## src/rtl/bcd3_display_scan_pkg.sv

```systemverilog
// Shared constants for the three-digit BCD display scanner: digit indices,
// seven-segment patterns ({g,f,e,d,c,b,a}, active-high) and bus widths.
package uth_pkg;

  localparam int SEG_W = 7;
  localparam int DIG_N = 3;

  localparam logic [1:0] DIG_UNITS    = 2'd0;
  localparam logic [1:0] DIG_TENS     = 2'd1;
  localparam logic [1:0] DIG_HUNDREDS = 2'd2;

  localparam logic [SEG_W-1:0] SEG_0    = 7'h3F;
  localparam logic [SEG_W-1:0] SEG_1    = 7'h06;
  localparam logic [SEG_W-1:0] SEG_2    = 7'h5B;
  localparam logic [SEG_W-1:0] SEG_3    = 7'h4F;
  localparam logic [SEG_W-1:0] SEG_4    = 7'h66;
  localparam logic [SEG_W-1:0] SEG_5    = 7'h6D;
  localparam logic [SEG_W-1:0] SEG_6    = 7'h7D;
  localparam logic [SEG_W-1:0] SEG_7    = 7'h07;
  localparam logic [SEG_W-1:0] SEG_8    = 7'h7F;
  localparam logic [SEG_W-1:0] SEG_9    = 7'h6F;
  localparam logic [SEG_W-1:0] SEG_DASH = 7'h40;

  typedef enum logic [1:0] {
    PTR_UNITS    = 2'd0,
    PTR_TENS     = 2'd1,
    PTR_HUNDREDS = 2'd2
  } ptr_e;

endpackage

```

## src/rtl/bcd3_display_scan_if.sv

```systemverilog
// Digit inputs from the BCD counter and multiplexed display pins.
// The scanner connects through the slave modport.
interface bcd3_display_scan_if;
  import uth_pkg::*;

  logic [3:0]       units;
  logic [3:0]       tens;
  logic [3:0]       hundreds;
  logic [SEG_W-1:0] seg;
  logic [DIG_N-1:0] an;
  logic             frame;
  logic             bad_digit;

  modport master (output units, tens, hundreds,
                  input  seg, an, frame, bad_digit);
  modport slave  (input  units, tens, hundreds,
                  output seg, an, frame, bad_digit);
endinterface

```

## src/rtl/bcd3_display_scan_bcd_to_seg7.sv

```systemverilog
// Combinational BCD digit to seven-segment decoder; codes 10..15 show a dash
// and raise invalid_o.
module bcd_to_seg7
  import uth_pkg::*;
(
  input  logic [3:0]       digit_i,
  output logic [SEG_W-1:0] seg_o,
  output logic             invalid_o
);

  always_comb begin
    invalid_o = (digit_i > 4'd9);
    case (digit_i)
      4'd0:    seg_o = SEG_0;
      4'd1:    seg_o = SEG_1;
      4'd2:    seg_o = SEG_2;
      4'd3:    seg_o = SEG_3;
      4'd4:    seg_o = SEG_4;
      4'd5:    seg_o = SEG_5;
      4'd6:    seg_o = SEG_6;
      4'd7:    seg_o = SEG_7;
      4'd8:    seg_o = SEG_8;
      4'd9:    seg_o = SEG_9;
      default: seg_o = SEG_DASH;
    endcase
  end

endmodule

```

## src/rtl/bcd3_display_scan.sv

```systemverilog
// Three-digit multiplexed 7-segment scanner with per-frame coherent snapshot.
// Optional leading-zero blanking is enabled by defining UTH_BLANK_EN.
//
// state        | meaning
// PTR_UNITS    | units digit selected for the next display slot
// PTR_TENS     | tens digit selected
// PTR_HUNDREDS | hundreds digit selected; next tick wraps and loads snapshot
module bcd3_display_scan
  import uth_pkg::*;
#(
  parameter int SCAN_DIV = 1000
) (
  input  logic                clk,
  input  logic                async_rst_n,
  bcd3_display_scan_if.slave  bus
);

  localparam int PW = (SCAN_DIV > 1) ? $clog2(SCAN_DIV) : 1;
  localparam logic [PW-1:0] PRESC_LAST = PW'(SCAN_DIV - 1);

  logic [PW-1:0]               presc_q, presc_d;
  ptr_e                        ptr_q, ptr_d;
  logic [DIG_N-1:0][3:0]       snap_q, snap_d;
  logic [SEG_W-1:0]            seg_q, seg_d;
  logic [DIG_N-1:0]            an_q, an_d;
  logic                        upd_q, frame_q, bad_q, bad_d;
  logic                        tick, load, blank;
  logic [DIG_N-1:0][SEG_W-1:0] dec_seg;
  logic [DIG_N-1:0]            dec_inv;

  for (genvar g = 0; g < DIG_N; g++) begin : g_dec
    bcd_to_seg7 u_dec (
      .digit_i   (snap_q[g]),
      .seg_o     (dec_seg[g]),
      .invalid_o (dec_inv[g])
    );
  end

  always_ff @(posedge clk or negedge async_rst_n) begin
    if (!async_rst_n) begin
      presc_q <= '0;
      ptr_q   <= PTR_HUNDREDS;
      snap_q  <= '0;
      seg_q   <= '0;
      an_q    <= '0;
      upd_q   <= 1'b0;
      frame_q <= 1'b0;
      bad_q   <= 1'b0;
    end else begin
      presc_q <= presc_d;
      ptr_q   <= ptr_d;
      snap_q  <= snap_d;
      seg_q   <= seg_d;
      an_q    <= an_d;
      upd_q   <= tick;
      frame_q <= load;
      bad_q   <= bad_d;
    end
  end

  always_comb begin
    tick    = (presc_q == PRESC_LAST);
    presc_d = tick ? '0 : presc_q + PW'(1);
    ptr_d   = ptr_q;
    load    = 1'b0;
    if (tick) begin
      case (ptr_q)
        PTR_UNITS: ptr_d = PTR_TENS;
        PTR_TENS:  ptr_d = PTR_HUNDREDS;
        default: begin
          ptr_d = PTR_UNITS;
          load  = 1'b1;
        end
      endcase
    end
    snap_d = load ? {bus.hundreds, bus.tens, bus.units} : snap_q;

`ifdef UTH_BLANK_EN
    // Blanking looks only at the snapshot so a frame stays self-consistent.
    blank = ((ptr_q == PTR_HUNDREDS) && (snap_q[DIG_HUNDREDS] == 4'd0)) ||
            ((ptr_q == PTR_TENS) && (snap_q[DIG_HUNDREDS] == 4'd0) &&
             (snap_q[DIG_TENS] == 4'd0));
`else
    blank = 1'b0;
`endif

    // Outputs move one edge after the tick, once pointer and snapshot settled.
    seg_d = seg_q;
    an_d  = an_q;
    if (upd_q) begin
      if (blank) begin
        seg_d = '0;
        an_d  = '0;
      end else begin
        case (ptr_q)
          PTR_UNITS: begin
            seg_d = dec_seg[DIG_UNITS];
            an_d  = 3'b001;
          end
          PTR_TENS: begin
            seg_d = dec_seg[DIG_TENS];
            an_d  = 3'b010;
          end
          default: begin
            seg_d = dec_seg[DIG_HUNDREDS];
            an_d  = 3'b100;
          end
        endcase
      end
    end

    bad_d = bad_q | (frame_q & (|dec_inv));
  end

  assign bus.seg       = seg_q;
  assign bus.an        = an_q;
  assign bus.frame     = frame_q;
  assign bus.bad_digit = bad_q;

endmodule

```

## src/flat_wrapper.sv

```systemverilog
// flat-port wrapper written by rule: the top's interface ports become plain ports
module bcd3_display_scan_flat import uth_pkg::*;
#(
  parameter int SCAN_DIV = 1000
)
  (clk, async_rst_n, bus_units, bus_tens, bus_hundreds, bus_seg, bus_an, bus_frame, bus_bad_digit);
  bcd3_display_scan_if bus_i ();
  input  logic clk;
  input  logic async_rst_n;
  input wire logic [$bits(bus_i.units)-1:0] bus_units;
  input wire logic [$bits(bus_i.tens)-1:0] bus_tens;
  input wire logic [$bits(bus_i.hundreds)-1:0] bus_hundreds;
  output wire logic [$bits(bus_i.seg)-1:0] bus_seg;
  output wire logic [$bits(bus_i.an)-1:0] bus_an;
  output wire logic [$bits(bus_i.frame)-1:0] bus_frame;
  output wire logic [$bits(bus_i.bad_digit)-1:0] bus_bad_digit;
  assign bus_i.units = bus_units;
  assign bus_i.tens = bus_tens;
  assign bus_i.hundreds = bus_hundreds;
  assign bus_seg = bus_i.seg;
  assign bus_an = bus_i.an;
  assign bus_frame = bus_i.frame;
  assign bus_bad_digit = bus_i.bad_digit;
  bcd3_display_scan #(.SCAN_DIV(SCAN_DIV)) u_core (.clk(clk), .async_rst_n(async_rst_n), .bus(bus_i));
endmodule
```

## config.mk

```make
export PLATFORM = sky130hd
export DESIGN_NAME = bcd3_display_scan_flat
export DESIGN_NICKNAME = d
export VERILOG_FILES = /design/src/rtl/bcd3_display_scan_pkg.sv /design/src/rtl/bcd3_display_scan_if.sv /design/src/rtl/bcd3_display_scan_bcd_to_seg7.sv /design/src/rtl/bcd3_display_scan.sv /design/src/flat_wrapper.sv
export SDC_FILE = /design/constraint.sdc
export NUM_CORES = 1
export LEC_CHECK = 0
export ABC_AREA = 1
export ABC_CLOCK_PERIOD_IN_PS = 1450
export CORE_AREA = 3 3 82 68
export DETAILED_ROUTE_END_ITERATION = 8
export DIE_AREA = 0 0 85 71
export GPL_TIMING_DRIVEN = 0
export PLACE_DENSITY = 0.79
export RECOVER_POWER = 100
export SYNTH_ARGS = -nofsm -noshare
export SYNTH_HDL_FRONTEND = slang
export SYNTH_HIERARCHICAL = 1
export SYNTH_SLANG_ARGS = --single-unit
```

## constraint.sdc

```tcl
create_clock -name clk -period 1.45 [get_ports clk]
set_input_delay 0.29 -clock clk [delete_from_list [all_inputs] [get_ports clk]]
set_output_delay 0.29 -clock clk [all_outputs]
set_load 0.05 [all_outputs]
```

==> results.ini <==
[synth]
synth_top_family_by_area=simple AND/OR/NAND/NOR gates
ys_ff_latch=37
netlist_instances=317
avgSynthCellArea_um2=7.66
muxShareOfSynthArea_pct=0
synth_flop_cell=dfrtp_1
synthSimpleGateAreaFrac_pct=33.4
synth-compound-area-share_pct=6.44
syn_area_um2=2430
synth_edf_count=0
ys_seq_area_share_pct=38.2
async_flop_share_pct=100
syn-num-nets=353
synth_xor_area_share_pct=0.721
synth_warnings=6
synth_cell_type_count=24
synthAdderAreaFrac_pct=11.3

[worst_setup_path]
slowest_delay_ps=450
r2r_cells=8
cp_num_cells=8
crit_arrival_ps=1670
r2r-start=u_core/snap_q[9]
path_common_cell=nand2_1
startpoint_type=register
crit_buf_inv=2
crit_type=register to register
cp-startpoint=u_core/snap_q[9]
critPathCaptureType=register
cp_data_required_time_ps=1630
crit_family=flip-flops
worst-path-max-fanout=3
r2r_slack_ps=-50
cp_slowest_cell=dfrtp_2
crit_end=u_core/bus.seg[4]
path_cells=buf_4 > ha_1 > nand2_1 > nand2_1 > a21oi_1 > nand3_1 > o21ai_0 > inv_1
r2r_end=u_core/bus.seg[4]

[floorplanning]
core_um2=4920
start_util_pct=49.4
io_pins=26
dieHeight_um=71
design.die.area_um2=6040
rows=23
die_w_um=85

[timing]
final.setup.worst_slack_ps=-48.0
tightest_slew_ps=941
final.setup.tns_ps=-76.5
slew_viol_final=0
slew_headroom_pct=37.3
period_minus_slack_ps=1500
fin_crit_sh_pct=103
rsz0062_at_grt=yes
max_freq_mhz=668
finalHoldViolCount=0
finalSetupViolCount=2
fin_skew_ps=6.29

[global_routing]
grt_max_degree=38
grt-ovfl-total=0
grt_pass1_wl_um=9230
grtUsageTotal_pct=19.3
grt_pass1_vias=1948
antenna_found_initial=0

[placement]
gp_congestion=0.814
dp_hpwl_um=3670
io_buffers=25

[pwr]
total_power_mw=1.84
p_leak_nw=1.70
power.density_nw_per_um2=607
ir_drop_v=0.000544

[finish]
insertedDiodeCount=0
syn_to_final_growth_pct=24.8
nets=403
num-fill-cells=444
drive_above_1_share_pct=26.4

[run_status]
violations=setup timing
status=finished with violations

[clock_tree]
cts_tree=built
max-clock-path-buffers=2
cts_hold_buf=0
clk_pin_slew_worst_paths_ps=70
cts_inserted_buffers=5
cts.sinks=37
cts_htree_levels=2
clk-insertion-delay-late_ps=290
cts-root-buf=clkbuf_8

[detailed_routing]
vias=2156
drt_iter0_drc=146
drtPass1Iterations=4
wl_per_cell_um=13.3
ant_nets=0
wirelength_um=5730
via_per_inst=5.01
drc=0

[flow_run]
max_cap_viol_count=0

[worst_hold_path]
hp-class=primary input to async pin

[Yosys cell counts, types with 3 or more instances]
cell / number / share of area [%]
nand2_1: 114 / 18
dfrtp_1: 36 / 37
inv_1: 32 / 4.9
ha_1: 22 / 11
nor2_1: 21 / 3.2
nand3_1: 12 / 2.5
nand4_1: 12 / 3.1
inv_2: 11 / 1.7
nand2_2: 11 / 2.8
a21oi_1: 9 / 1.9
o21ai_1: 8 / 1.6
buf_6: 7 / 3.2
nand3_2: 4 / 1.6
o211ai_1: 3 / 0.93
o21ai_0: 3 / 0.62
[final cells by class]
type / count / area (um^2) / share of cell area (%)
Buffer: 7 / 78.8 / 2.60
Tap cell: 62 / 77.6 / 2.56
Timing Repair Buffer: 43 / 342 / 11.3
Clock buffer: 8 / 90.1 / 2.97
Sequential cell: 37 / 931 / 30.7
Multi-Input combinational cell: 230 / 1350 / 44.4
Inverter: 43 / 166 / 5.49
[cell families after synthesis]
kind of cell	Yosys count
buffers and inverters	50
and+or+nand+nor	179
DFF	37
adders and majority gates	22
xor gates and xnor gates	2
AOI/OAI and AO/OA	27
[routing by layer]
layer / up-vias / global-route usage [%] / part of all wire [%]
met5: - / 0 / 0
met4: 0 / 6.15 / 1.4
met3: 8 / 3.96 / 4.2
met2: 45 / 28.8 / 47
met1: 1009 / 28.1 / 48
li1: 1094 / - / -
[worst register-to-register path: cells and delay by family, from the launching register on]
kind | cells | cell delay (ps)
simple gates | 3 | 270
buf+inv | 2 | 230
compound gates | 2 | 270
flops | 1 | 450
fa+ha+maj | 1 | 170
[power breakdown]
group | switching (mW) | internal, mW
clock | 0.365 | 0.388
combinational | 0.0250 | 0.0288
sequential | 0 | 1.03
total | 0.390 | 1.45
[placed cells by master, fill, tap and decap left out, drive strengths merged]
| cell | count |
|---|---|
| clkdlybuf4s15 | 1 |
| dfstp | 1 |
| o211ai | 3 |
| o31ai | 1 |
| nand2 | 125 |
| o21ai | 13 |
| xor2 | 2 |
| clkdlybuf4s50 | 12 |
| inv | 43 |
| nand3 | 17 |
| ha | 22 |
| clkbuf | 20 |
| dfrtp | 36 |
| a21oi | 10 |
| buf | 25 |
| nand4 | 12 |
| nor2 | 25 |
[what timing repair did]
action | in CTS | in global routing
endpoints found under the setup margin | 16 | 32
pin swaps | 4 | 16
buffers inserted | 10 | 8
endpoints found under the hold margin | 0 | 0
gates resized for setup | 30 | 36
[flip-flops by register name, summed over array words and instances, names as in the netlist]
name	count
u_core/snap_q	12
u_core/presc_q	10
u_core/bus.seg	7
u_core/bus.an	3
u_core/ptr_q	2
u_core/bus.bad_digit	1
u_core/bus.frame	1
u_core/upd_q	1
[worst min path at each step]
stage	startpoint	end	slack (ps)	cells after the start
3_5_place_dp	async_rst_n	u_core/presc_q[9]	440	1
4_1_cts	async_rst_n	u_core/presc_q[9]	140	1
2_1_floorplan	async_rst_n	u_core/bus.an[0]	-6	0
5_1_grt	async_rst_n	u_core/presc_q[5]	210	1
3_3_place_gp	u_core/bus.bad_digit	u_core/bus.bad_digit	450	2
6_report	async_rst_n	u_core/presc_q[6]	140	1
[stage by stage]
| stage | utilization [%] | instances | setup WS, ps | hold slack (ps) | instance area (um^2) |
|---|---|---|---|---|---|
| finish | 61.6 | 430 | -48.0 | 136 | 3030 |
| global placement | 56.0 | 404 | -768 | 446 | 2760 |
| floorplan | - | 317 | 56.1 | -5.59 | 2430 |
| global route | 61.6 | 430 | -125 | 214 | 3030 |
| detailed placement | 55.9 | 404 | -151 | 440 | 2750 |
| CTS | 59.8 | 422 | 1.46 | 138 | 2940 |
Power figures use the tool's default switching activity.
